===== src/rtl/riscv_ctrl_fsm.sv =====
`default_nettype none
// +------------------------------------------------------------------------+
// | riscv_ctrl_fsm                                                         |
// | Multi-cycle RV32I control FSM (R, I, LW, SW, BR) with memory stall.    |
// | Optional: define CTRL_PERF_EN for the instret retirement counter.      |
// | Revision: 1.0                                                          |
// +------------------------------------------------------------------------+
module riscv_ctrl_fsm #(
  parameter bit ILLEGAL_TRAP = 1'b1
) (
  input  logic        clk,
  input  logic        rst,
  input  logic [31:0] instr,
  input  logic [3:0]  status,
  input  logic        mem_ready,
  output logic        regRW,
  output logic        ALUsrc,
  output logic [1:0]  immsrc,
  output logic [4:0]  ALUop,
  output logic        mRW,
  output logic        wb,
  output logic        pcsrc,
  output logic        pcen,
  output logic        ir_ld,
  output logic        trap,
  output logic [2:0]  state,
  output logic [31:0] instret
);

  typedef enum logic [2:0] {
    S_FETCH  = 3'd0,
    S_DECODE = 3'd1,
    S_EXEC   = 3'd2,
    S_MEM    = 3'd3,
    S_WB     = 3'd4,
    S_TRAP   = 3'd7
  } state_t;

  state_t      r_state;
  logic [31:0] r_ir;
  logic        r_trap;

  logic [6:0] w_op;
  logic [2:0] w_f3;
  logic       w_is_r, w_is_i, w_is_lw, w_is_sw, w_is_br, w_legal;
  logic       w_taken;
  logic       w_alusrc;
  logic [1:0] w_immsrc;
  logic [4:0] w_aluop;
  logic       w_unused_ir;

  assign w_op        = r_ir[6:0];
  assign w_f3        = r_ir[14:12];
  assign w_unused_ir = ^{r_ir[31], r_ir[29:15], r_ir[11:7]};

  assign w_is_r  = (w_op == 7'b0110011);
  assign w_is_i  = (w_op == 7'b0010011);
  assign w_is_lw = (w_op == 7'b0000011) && (w_f3 == 3'b010);
  assign w_is_sw = (w_op == 7'b0100011) && (w_f3 == 3'b010);
  assign w_is_br = (w_op == 7'b1100011) && (w_f3 != 3'b010) && (w_f3 != 3'b011);
  assign w_legal = w_is_r | w_is_i | w_is_lw | w_is_sw | w_is_br;

  // status = {N,Z,C,V}; carry set means no borrow on the subtract
  always_comb begin
    w_taken = 1'b0;
    case (w_f3)
      3'b000:  w_taken = status[2];
      3'b001:  w_taken = ~status[2];
      3'b100:  w_taken = status[3] ^ status[0];
      3'b101:  w_taken = ~(status[3] ^ status[0]);
      3'b110:  w_taken = ~status[1];
      3'b111:  w_taken = status[1];
      default: w_taken = 1'b0;
    endcase
  end

  always_comb begin
    w_alusrc = 1'b0;
    w_immsrc = 2'b00;
    w_aluop  = 5'b00000;
    if (w_is_r) begin
      w_alusrc = 1'b1;
      w_aluop  = {1'b0, r_ir[30], w_f3};
    end else if (w_is_i) begin
      w_aluop  = {1'b0, (w_f3 == 3'b101) & r_ir[30], w_f3};
    end else if (w_is_sw) begin
      w_immsrc = 2'b01;
    end else if (w_is_br) begin
      w_alusrc = 1'b1;
      w_immsrc = 2'b10;
      w_aluop  = 5'b01000;
    end
  end

  always_ff @(posedge clk) begin
    if (rst) begin
      r_state <= S_FETCH;
      r_ir    <= 32'd0;
      r_trap  <= 1'b0;
    end else begin
      case (r_state)
        S_FETCH: begin
          if (mem_ready) begin
            r_ir    <= instr;
            r_state <= S_DECODE;
          end
        end
        S_DECODE: begin
          if (w_legal) begin
            r_state <= S_EXEC;
          end else if (ILLEGAL_TRAP) begin
            r_state <= S_TRAP;
            r_trap  <= 1'b1;
          end else begin
            r_state <= S_FETCH;
          end
        end
        S_EXEC: begin
          if (w_is_br)                r_state <= S_FETCH;
          else if (w_is_lw | w_is_sw) r_state <= S_MEM;
          else                        r_state <= S_WB;
        end
        S_MEM: begin
          if (mem_ready) r_state <= w_is_sw ? S_FETCH : S_WB;
        end
        S_WB:    r_state <= S_FETCH;
        S_TRAP:  r_state <= S_TRAP;
        default: r_state <= S_FETCH;
      endcase
    end
  end

  // Everything is forced low while rst is asserted, including mid-instruction
  always_comb begin
    regRW  = 1'b0;
    ALUsrc = 1'b0;
    immsrc = 2'b00;
    ALUop  = 5'b00000;
    mRW    = 1'b0;
    wb     = 1'b0;
    pcsrc  = 1'b0;
    pcen   = 1'b0;
    ir_ld  = 1'b0;
    if (!rst) begin
      case (r_state)
        S_FETCH:  ir_ld = mem_ready;
        S_DECODE: pcen  = ~w_legal & ~ILLEGAL_TRAP;
        S_EXEC: begin
          ALUsrc = w_alusrc;
          immsrc = w_immsrc;
          ALUop  = w_aluop;
          if (w_is_br) begin
            pcen  = 1'b1;
            pcsrc = w_taken;
          end
        end
        S_MEM: begin
          ALUsrc = w_alusrc;
          immsrc = w_immsrc;
          ALUop  = w_aluop;
          mRW    = w_is_sw;
          pcen   = w_is_sw & mem_ready;
        end
        S_WB: begin
          ALUsrc = w_alusrc;
          immsrc = w_immsrc;
          ALUop  = w_aluop;
          regRW  = 1'b1;
          pcen   = 1'b1;
          wb     = w_is_lw;
        end
        default: ;
      endcase
    end
  end

  assign state = rst ? 3'd0 : r_state;
  assign trap  = rst ? 1'b0 : r_trap;

`ifdef CTRL_PERF_EN
  logic [31:0] r_instret;

  always_ff @(posedge clk) begin
    if (rst)       r_instret <= 32'd0;
    else if (pcen) r_instret <= r_instret + 32'd1;
  end

  assign instret = rst ? 32'd0 : r_instret;
`else
  assign instret = 32'd0;
`endif

endmodule
`default_nettype wire


===== config.mk =====
export PLATFORM = sky130hd
export DESIGN_NAME = riscv_ctrl_fsm
export DESIGN_NICKNAME = d
export VERILOG_FILES = /design/src/rtl/riscv_ctrl_fsm.sv
export SDC_FILE = /design/constraint.sdc
export NUM_CORES = 1
export LEC_CHECK = 0
export BUFFER_PORTS_ARGS = -buffer_cell sky130_fd_sc_hd__buf_2
export CAP_MARGIN = 20
export CORE_ASPECT_RATIO = 1.25
export CORE_MARGIN = 3
export CORE_UTILIZATION = 37
export DETAILED_ROUTE_END_ITERATION = 8
export PLACE_DENSITY = 0.78
export SETUP_SLACK_MARGIN = 0.4
export SYNTH_ARGS = -nofsm -noshare
export SYNTH_HDL_FRONTEND = slang
export SYNTH_SLANG_ARGS = --single-unit

===== constraint.sdc =====
create_clock -name clk -period 1.3 [get_ports clk]
set_clock_uncertainty 0.15 [all_clocks]
set_input_delay 0.13 -clock clk [delete_from_list [all_inputs] [get_ports clk]]
set_output_delay 0.13 -clock clk [all_outputs]
set_load 0.1 [all_outputs]

==> impl_metrics.tcl, run 1 <==
set metrics [dict create \
    nets 304 \
    vias 1575 \
    cp-start-kind "register" \
    total_power_w 0.002870 \
    setup_viol 31 \
    diodes 0 \
    grt_max_degree 14 \
    synth-edff-count 0 \
    power_density_nw_per_um2 1114 \
    reg2regPathDepth 7 \
    initial_utilization 0.3913 \
    worstPathRequired_ps 1020 \
    worst-endpoint-arrival_ps 1790 \
    htreeDepth 1 \
    clk_path_buf_depth 2 \
    synth.yosys.seq_area_share 0.2339 \
    cts_buffers 3 \
    ff_latch_area_sq_um 321.6 \
    place_ws_ps -393.5 \
    wl_microns 5366 \
    track_usage 0.2376 \
    die-area_sq_um 4217 \
    firstDrtPassIters 5 \
    clock-sinks 15 \
    r2r_slack_ps -670 \
    hpwl_microns 2869 \
    min_to "r_ir[3]$_SDFFE_PP0P_" \
    antenna_found_initial 0 \
    hold_path_depth 3 \
    avgSynthCellArea_sq_um 7.378 \
    worstSkewPairLatency_ps 250 \
    grt_first_pass_wirelength_microns 7817 \
    synth_cell_types 44 \
    overflow 0 \
    critPathMaxFanout 4 \
    place.gp.congestion 0.8370 \
    final_antenna_net_count 0 \
    hold_path_class "input port to register" \
    die_x_microns 58.69 \
    finalCritPeriodShare 1.592 \
    multiInputGateArea_sq_um 1161 \
    cts_tree "yes" \
    n_fill_cell 197 \
    layout_min_cycle_time_ps 2070 \
    ioPinCount 89 \
    drt_iter0_markers 91 \
    timing.rr.end "r_state[2]$_SDFFE_PP0P_" \
    status "finished with violations" \
    finalWorstSetupSlack_ps -769.7 \
    syn_area_sq_um 1284 \
    utilization 0.7857 \
    rr_startpoint "r_ir[14]$_SDFFE_PP0P_" \
    clk_pin_slew_ps 70 \
    finalHoldViolCount 9 \
    die_y_microns 71.86 \
    drv_cap 0 \
    vias_per_cell 5.233 \
    slew_violations 0 \
    portBuffers 34 \
    hold_start "instr[3]" \
    cp-end-kind "output pin" \
    rsz0062_at_grt "true" \
    yosysWarnings 0 \
    wire_per_inst_microns 17.83 \
    peakVddDrop_v 0.0008798 \
    critPathKind "register to output pin" \
    drive_gt1_frac 0.6591 \
    drc 0 \
    fmax_ghz 0.4832 \
    failed_checks "hold timing, setup timing" \
    holdBufCountCts 2 \
    final.hold.worst_slack_ps -33.42 \
    async_flop_share 0 \
    clock-root-buffer "clkbuf_8" \
    synth_cells 174 \
    grt_pass1_vias 1652 \
    syn2layout_area_growth_pct 100.8 \
    core_area_sq_um 3281 \
    std_cell_rows 23 \
    power.leakage_nw 1.103 \
    synth-main-ff-cell "dfxtp_1" \
    ys_ff_latch 15 \
]
-- worst max-delay path by stage --
stage	start	to	depth (start not counted)
finish	r_ir[14]$_SDFFE_PP0P_	pcen	6
global route	r_ir[14]$_SDFFE_PP0P_	pcen	6
CTS	r_ir[13]$_SDFFE_PP0P_	pcsrc	7
detailed placement	r_ir[6]$_SDFFE_PP0P_	immsrc[0]	5
global placement	r_ir[6]$_SDFFE_PP0P_	immsrc[0]	5
floorplan	r_ir[2]$_SDFFE_PP0P_	pcsrc	4
-- layout by cell type, fill, tap and decap left out, types with 2 or more instances in the layout --
cell,n
conb_1,33
buf_4,32
buf_6,27
buf_12,17
nand2_1,16
buf_2,16
a21oi_2,10
nor2_4,8
nand2_2,7
dfxtp_1,6
nand2_4,5
o21ai_1,5
dfxtp_2,5
nor2b_4,4
and3_4,4
nor2_1,4
o21ai_2,4
dfxtp_4,4
nand2b_1,3
a21oi_4,3
nand3_1,3
a21oi_1,3
clkbuf_8,3
nor4b_4,2
and3b_2,2
a31oi_1,2
or2b_2,2
dlygate4sd3_1,2
-- area by class of cell --
type | count | area share
Multi-Input combinational cell | 149 | 0.4505
Inverter | 1 | 0.004369
Clock buffer | 4 | 0.01748
Tap cell | 37 | 0.01796
Timing Repair Buffer | 95 | 0.3850
Sequential cell | 15 | 0.1248
-- kinds of logic (layout without fill, tap and decap cells) --
family	after synthesis	count (layout)	share of synthesized area
flops	15	15	0.2339
compound gates	36	36	0.1706
simple gates	77	77	0.3285
other cells	1	33	0.002921
buf+inv	42	100	0.2437
xor+xnor	3	3	0.02047
-- cells in the mapped netlist, drive strengths merged (2+ instances only) --
cell	n	area, sq um
nand2	28	105.1
and3b	2	18.77
a31oi	2	12.51
clkbuf	5	40.04
nor2b	5	31.28
dfxtp	15	300.3
nor2	13	48.80
nand2b	4	25.02
and3	4	26.28
or2b	3	26.28
nand3	5	25.02
and2	2	12.51
o21ai	9	45.04
nor4b	2	32.53
o211ai	2	20.02
nor3	2	10.01
xnor2	2	17.52
buf	36	269.0
a21oi	16	80.08
nor4	2	12.51
-- per-stage QoR --
stage               cell area (sq um)  cells  TNS (ps)
finish                           2577    301    -13100
global route                     2577    301    -14340
CTS                              2444    294    -10740
detailed placement               2048    273     -6040
global placement                 2048    273     -5476
floorplan                        1633    206     -7205
-- per-layer routing --
layer | vias to the layer above | routed length (microns) | GRT usage
met5 | - | 0 | 0
met4 | 0 | 161 | 0.09068
met3 | 18 | 315 | 0.03964
met2 | 78 | 2990 | 0.4447
met1 | 770 | 1898 | 0.2593
li1 | 709 | - | -
-- sequential cells by signal, summed over array words and instances (netlist names) --
register  count
r_ir         11
r_state       3
r_trap        1
-- repair_timing --
| item | 4_1_cts | 5_1_grt |
|---|---|---|
| endpoints found under the setup margin | 32 | 32 |
| buffers inserted | 14 | 7 |
| endpoints found under the hold margin | 11 | 9 |
| pin swaps | 27 | 10 |
| gates resized for setup | 64 | 20 |
| cloned | 1 | 0 |
-- worst max-delay path, cell delays in order, from the launching register on --
cell	delay, ps
dfxtp_4	370
nor4b_4	400
nand3_1	140
o21ai_1	110
nand3_1	130
a21oi_4	180
buf_12	190
-- where the power goes --
group / leakage, nW / internal [W] / switching (W)
logic: 0.953 / 0.000685 / 0.00118
clock network: 0.0228 / 0.000217 / 0.000180
registers: 0.128 / 0.000531 / 0.0000728
No activity file was read; power rests on OpenSTA's default activity.
==> run 2, diff against run 1 <==
--- a/config.mk
+++ b/config.mk
@@ -10,3 +10,2 @@
 export CORE_ASPECT_RATIO = 1.25
-export CORE_MARGIN = 3
 export CORE_UTILIZATION = 37
==> constraint.sdc (replaced) <==
create_clock -name clk -period 1.3 [get_ports clk]
set_clock_uncertainty 0.15 [all_clocks]
set_input_delay 0.195 -clock clk [delete_from_list [all_inputs] [get_ports clk]]
set_output_delay 0.195 -clock clk [all_outputs]
set_load 0.1 [all_outputs]
==> run 2 against run 1 <==
Net effect: the flow finishes with violations (setup timing); via count decreased by 1.9%; clock power increased by 4%; combinational power about the same; sequential power increased by 2%; total power increased by 1.5%; register-to-register slack improved by 130 ps; largest cell class unchanged.
==> impl_metrics.tcl, run 2 (synthesized netlist as in run 1, its figures left out) <==
set metrics [dict create \
    path_buf_inv 2 \
    failed_checks "setup timing" \
    track_usage 0.2457 \
    total_power_w 0.002912 \
    hpwl_microns 2664 \
    power_density_nw_per_um2 1136 \
    clock-root-buffer "clkbuf_8" \
    firstDrtPassIters 4 \
    clock-sinks 15 \
    diodes 0 \
    rsz0062_at_grt "true" \
    worstSkewPairLatency_ps 260 \
    grt_first_pass_wirelength_microns 6548 \
    setup_viol 31 \
    largest_register "r_ir" \
    clk_path_buf_depth 2 \
    die_x_microns 54.69 \
    peakVddDrop_v 0.001522 \
    cts_tree "yes" \
    grt_max_degree 14 \
    die-area_sq_um 3711 \
    power_frac_comb 0.646 \
    grt_pass1_vias 1403 \
    finalCritPeriodShare 1.650 \
    cts_buffers 3 \
    cp_num_cells 6 \
    holdBufCountCts 0 \
    status "finished with violations" \
    core_area_sq_um 3252 \
    largestRegisters "r_ir: 11 flops, r_state: 3 flops, r_trap: 1 flops" \
    drc 0 \
    final.hold.worst_slack_ps 20.40 \
    hold_path_depth 3 \
    max_stage_delay_ps 390 \
    worst-endpoint-arrival_ps 1800 \
    largest_reg_flops 11 \
    drv_cap 0 \
    layout_min_cycle_time_ps 2145 \
    initial_utilization 0.3948 \
    vias_per_cell 5.237 \
    critPathMaxFanout 3 \
    cp-start-kind "register" \
    n_fill_cell 183 \
    nets 298 \
    power.share.sequential 0.212 \
    final_common_cell "conb_1" \
    p_int_w 0.001448 \
    hold_path_class "input port to register" \
    std_cell_rows 23 \
    reg2regPathDepth 7 \
    multiInputGateArea_sq_um 1191 \
    finalHoldViolCount 0 \
    die_y_microns 67.86 \
    critPathKind "register to output pin" \
    drive_gt1_frac 0.6938 \
    htreeDepth 1 \
    slew_violations 0 \
    finalWorstSetupSlack_ps -844.6 \
    final_antenna_net_count 0 \
    overflow 0 \
    place.gp.congestion 0.8664 \
    portBuffers 34 \
    p_clk_frac 0.142 \
    ff_latch_area_sq_um 325.3 \
    worstPathRequired_ps 950 \
    cp_top_family "simple AND/OR/NAND/NOR gates" \
    place_ws_ps -463.4 \
    wire_per_inst_microns 18.01 \
    wl_microns 5312 \
    utilization 0.7884 \
    vias 1545 \
    fmax_ghz 0.4663 \
    p_sw_frac 0.5027 \
    mostFrequentLayoutCells "conb_1 (33), buf_4 (30), buf_6 (23)" \
    syn2layout_area_growth_pct 99.71 \
    crit_slowest_cell "nor4b_4" \
    clk_pin_slew_ps 70 \
    ioPinCount 89 \
    fin_setup_tns_ps -14300 \
    drt_iter0_markers 50 \
    switchingPower_w 0.001464 \
    cp-end-kind "output pin" \
    power.leakage_nw 1.107 \
    antenna_found_initial 0 \
    path_cells "nor4b_4 > buf_4 > nor2b_4 > nand2_4 > nor2_4 > buf_12" \
]
==> run 2: changes by cell type in the layout (fill, tap and decap cells not counted), sizes merged <==
cell | previous run | this run
buf | 92 | 89
dlygate4sd3 | 2 | 0
clkbuf | 5 | 4
==> run 2: repair_timing <==
action / CTS / global route
pin swaps: 23 / 26
setup endpoints to repair: 32 / 32
cloned: 1 / 1
gates resized for setup: 51 / 42
setup buffers: 12 / 6
==> run 2: metal layers <==
metal	GRT usage	routed length [microns]
met4	0.08333	201
met5	0	0
met1	0.2513	1836
met3	0.03556	195
met2	0.4804	3079
==> run 2: layout make-up <==
cell class,count,share of cell area
tap,37,0.01806
clock buffer,4,0.01757
timing repair buffer,89,0.3685
sequential,15,0.1269
multi-input combinational,149,0.4646
inverter,1,0.004392
==> run 2: power by group through the flow <==
stage	logic [W]	clock network (W)	registers (W)
after floorplan	0.00118	0	0.000591
after detailed placement	0.00139	0	0.000603
after global placement	0.00138	0	0.000600
final	0.00188	0.000413	0.000616
after global routing	0.00195	0.000430	0.000624
after CTS	0.00162	0.000379	0.000603
==> run 2: worst min-delay path: cells and delay by family <==
family / cells / cell delay [ps]
compound gates: 1 / 50
buf+inv: 1 / 90
simple gates: 1 / 50
==> run 2: worst paths after layout <==
| kind | from | endpoint | slack (ps) |
|---|---|---|---|
| max | r_ir[14]$_SDFFE_PP0P_ | immsrc[0] | -840 |
| min | instr[13] | r_ir[13]$_SDFFE_PP0P_ | 20 |
| max reg2reg | r_ir[14]$_SDFFE_PP0P_ | r_state[2]$_SDFFE_PP0P_ | -540 |
| min reg2reg | r_ir[0]$_SDFFE_PP0P_ | r_ir[0]$_SDFFE_PP0P_ | 330 |
==> run 2: through the flow <==
stage               instances  area, sq um
floorplan                 206         1677
global placement          271         2031
detailed placement        271         2031
CTS                       288         2345
global route              295         2564
finish                    295         2564
==> run 3, diff against run 2 <==
==> constraint.sdc (replaced) <==
create_clock -name clk -period 1.3 [get_ports clk]
set_clock_uncertainty 0.15 [all_clocks]
set_input_delay 0.13 -clock clk [delete_from_list [all_inputs] [get_ports clk]]
set_output_delay 0.13 -clock clk [all_outputs]
set_load 0.1 [all_outputs]
==> run 3 against run 2 <==
Net effect: sequential power about the same; cell area is 7.0% higher; routed wire length grew 19%; the run ends with hold timing, setup timing left; final cell count increased by 4.4%; critical path depth unchanged; global-route usage grew 3.7 points; critical path type unchanged; first-iteration DRC count is 130% higher; count of clock-buffer cells in the layout is the same.
==> impl_metrics.tcl, run 3 (synthesized netlist as in run 1, its figures left out) <==
set metrics [dict create \
    total_power_w 0.003142 \
    slew_violations 0 \
    fin_setup_tns_ps -12890 \
    rr_startpoint "r_ir[13]$_SDFFE_PP0P_" \
    final_common_cell "buf_4" \
    highest_layer "met4" \
    clock-root-buffer "clkbuf_8" \
    wl_microns 6338 \
    n_fill_cell 143 \
    cp-start-kind "register" \
    failed_checks "hold timing, setup timing" \
    finalHoldViolCount 6 \
    layout_min_cycle_time_ps 2073 \
    initial_utilization 0.3948 \
    holdBufCountCts 4 \
    cts_buffers 3 \
    multiInputGateArea_sq_um 1246 \
    hpwl_microns 2774 \
    worstSkewPairLatency_ps 260 \
    drive_gt1_frac 0.7048 \
    diodes 0 \
    final.hold.worst_slack_ps -34.55 \
    setup_viol 31 \
    die-area_sq_um 3711 \
    nets 311 \
    largest_register "r_ir" \
    clk_path_buf_depth 2 \
    reg2regPathDepth 9 \
    overflow 0 \
    cts_tree "yes" \
    wl_met2_microns 3313 \
    drc 0 \
    met3WireLength_microns 422 \
    fmax_ghz 0.4824 \
    place.gp.congestion 0.9321 \
    layout.cells.non_filler 308 \
    utilization 0.8434 \
    power.leakage_nw 1.210 \
    cp-end-kind "output pin" \
    core_area_sq_um 3252 \
    die_y_microns 67.86 \
    track_usage 0.2827 \
    vias 1655 \
    grt_first_pass_wirelength_microns 7431 \
    crit_path_start "r_ir[12]$_SDFFE_PP0P_" \
    peakVddDrop_v 0.001339 \
    r2r_slack_ps -750 \
    antenna_found_initial 0 \
    drv_cap 0 \
    finalWorstSetupSlack_ps -772.9 \
    dp.cells 274 \
    hold_path_depth 3 \
    vias_per_cell 5.373 \
    critPathKind "register to output pin" \
    ff_latch_area_sq_um 321.6 \
    grt_pass1_vias 1569 \
    rsz0062_at_grt "true" \
    met1_length_microns 2161 \
    syn2layout_area_growth_pct 113.6 \
    power_density_nw_per_um2 1145 \
    largestRegisters "r_ir: 11 flops, r_state: 3 flops, r_trap: 1 flops" \
    status "finished with violations" \
    worst-endpoint-arrival_ps 1790 \
    die_x_microns 54.69 \
    finalCritPeriodShare 1.595 \
    portBuffers 34 \
    final_antenna_net_count 0 \
    worstPathRequired_ps 1020 \
    wire_per_inst_microns 20.58 \
    min_to "r_ir[1]$_SDFFE_PP0P_" \
    grt_max_degree 15 \
    timing.rr.end "r_state[2]$_SDFFE_PP0P_" \
    largest_reg_flops 11 \
    mostFrequentLayoutCells "buf_4 (35), conb_1 (33), buf_6 (27)" \
    drt_iter0_markers 116 \
    hold_path_class "input port to register" \
    firstDrtPassIters 4 \
    hold_start "instr[1]" \
    ioPinCount 89 \
    clock-sinks 15 \
    htreeDepth 1 \
    clk_pin_slew_ps 70 \
    critPathMaxFanout 5 \
    std_cell_rows 23 \
]
run 3: changes by cell type in the layout (fill, tap and decap cells not counted), moves of 2 or more:
cell and change:
a31oi_1 -2, buf_4 +5, dfxtp_2 +3, dlygate4sd3_1 +4
dfxtp_4 -2, nand2_4 +7, nand2_2 -6, buf_6 +4
run 3: stage by stage:
| step | worst slack, ps | area, sq um |
|---|---|---|
| after detailed placement | -424.3 | 2056 |
| after global routing | -846.8 | 2743 |
| after global placement | -379.5 | 2056 |
| after floorplan | -935.1 | 1633 |
| final | -772.9 | 2743 |
| after CTS | -599.8 | 2435 |
run 3: what timing repair did:
action,CTS,global route
gates resized for setup,51,54
buffers inserted,16,8
gates cloned,1,1
pin swaps,26,28
setup endpoints to repair,32,32
endpoints found under the hold margin,11,6
run 3: how the worst max path moves through the flow:
stage,endpoint,slack [ps]
5_1_grt,pcsrc,-850
2_1_floorplan,pcsrc,-940
3_3_place_gp,mRW,-380
4_1_cts,pcsrc,-600
3_5_place_dp,immsrc[0],-420
6_report,pcsrc,-770
run 3: worst max-delay path: stages (launching register included):
cell and delay, ps:
dfxtp_2 360, buf_4 170, xnor2_1 140, nor3_1 250, a21oi_1 120, nor4b_4 280, buf_12 210
run 3: area by class of cell:
cell class | instances | area share
Sequential cell | 15 | 0.1172
Clock buffer | 4 | 0.01642
Multi-Input combinational cell | 149 | 0.4544
Timing Repair Buffer | 102 | 0.3910
Inverter | 1 | 0.004106
Tap cell | 37 | 0.01688
run 3: power by group:
part / internal (W) / switching (W) / leakage, nW
Clock: 0.000218 / 0.000198 / 0.0228
Sequential: 0.000533 / 0.0000854 / 0.128
Combinational: 0.000814 / 0.00129 / 1.06
Total: 0.00157 / 0.00158 / 1.21
run 3: layer usage:
metal | global-route usage | vias to the layer above
met1 | 0.2882 | 790
met5 | 0 | -
met3 | 0.04667 | 40
met4 | 0.1538 | 0
li1 | - | 719
met2 | 0.5226 | 106
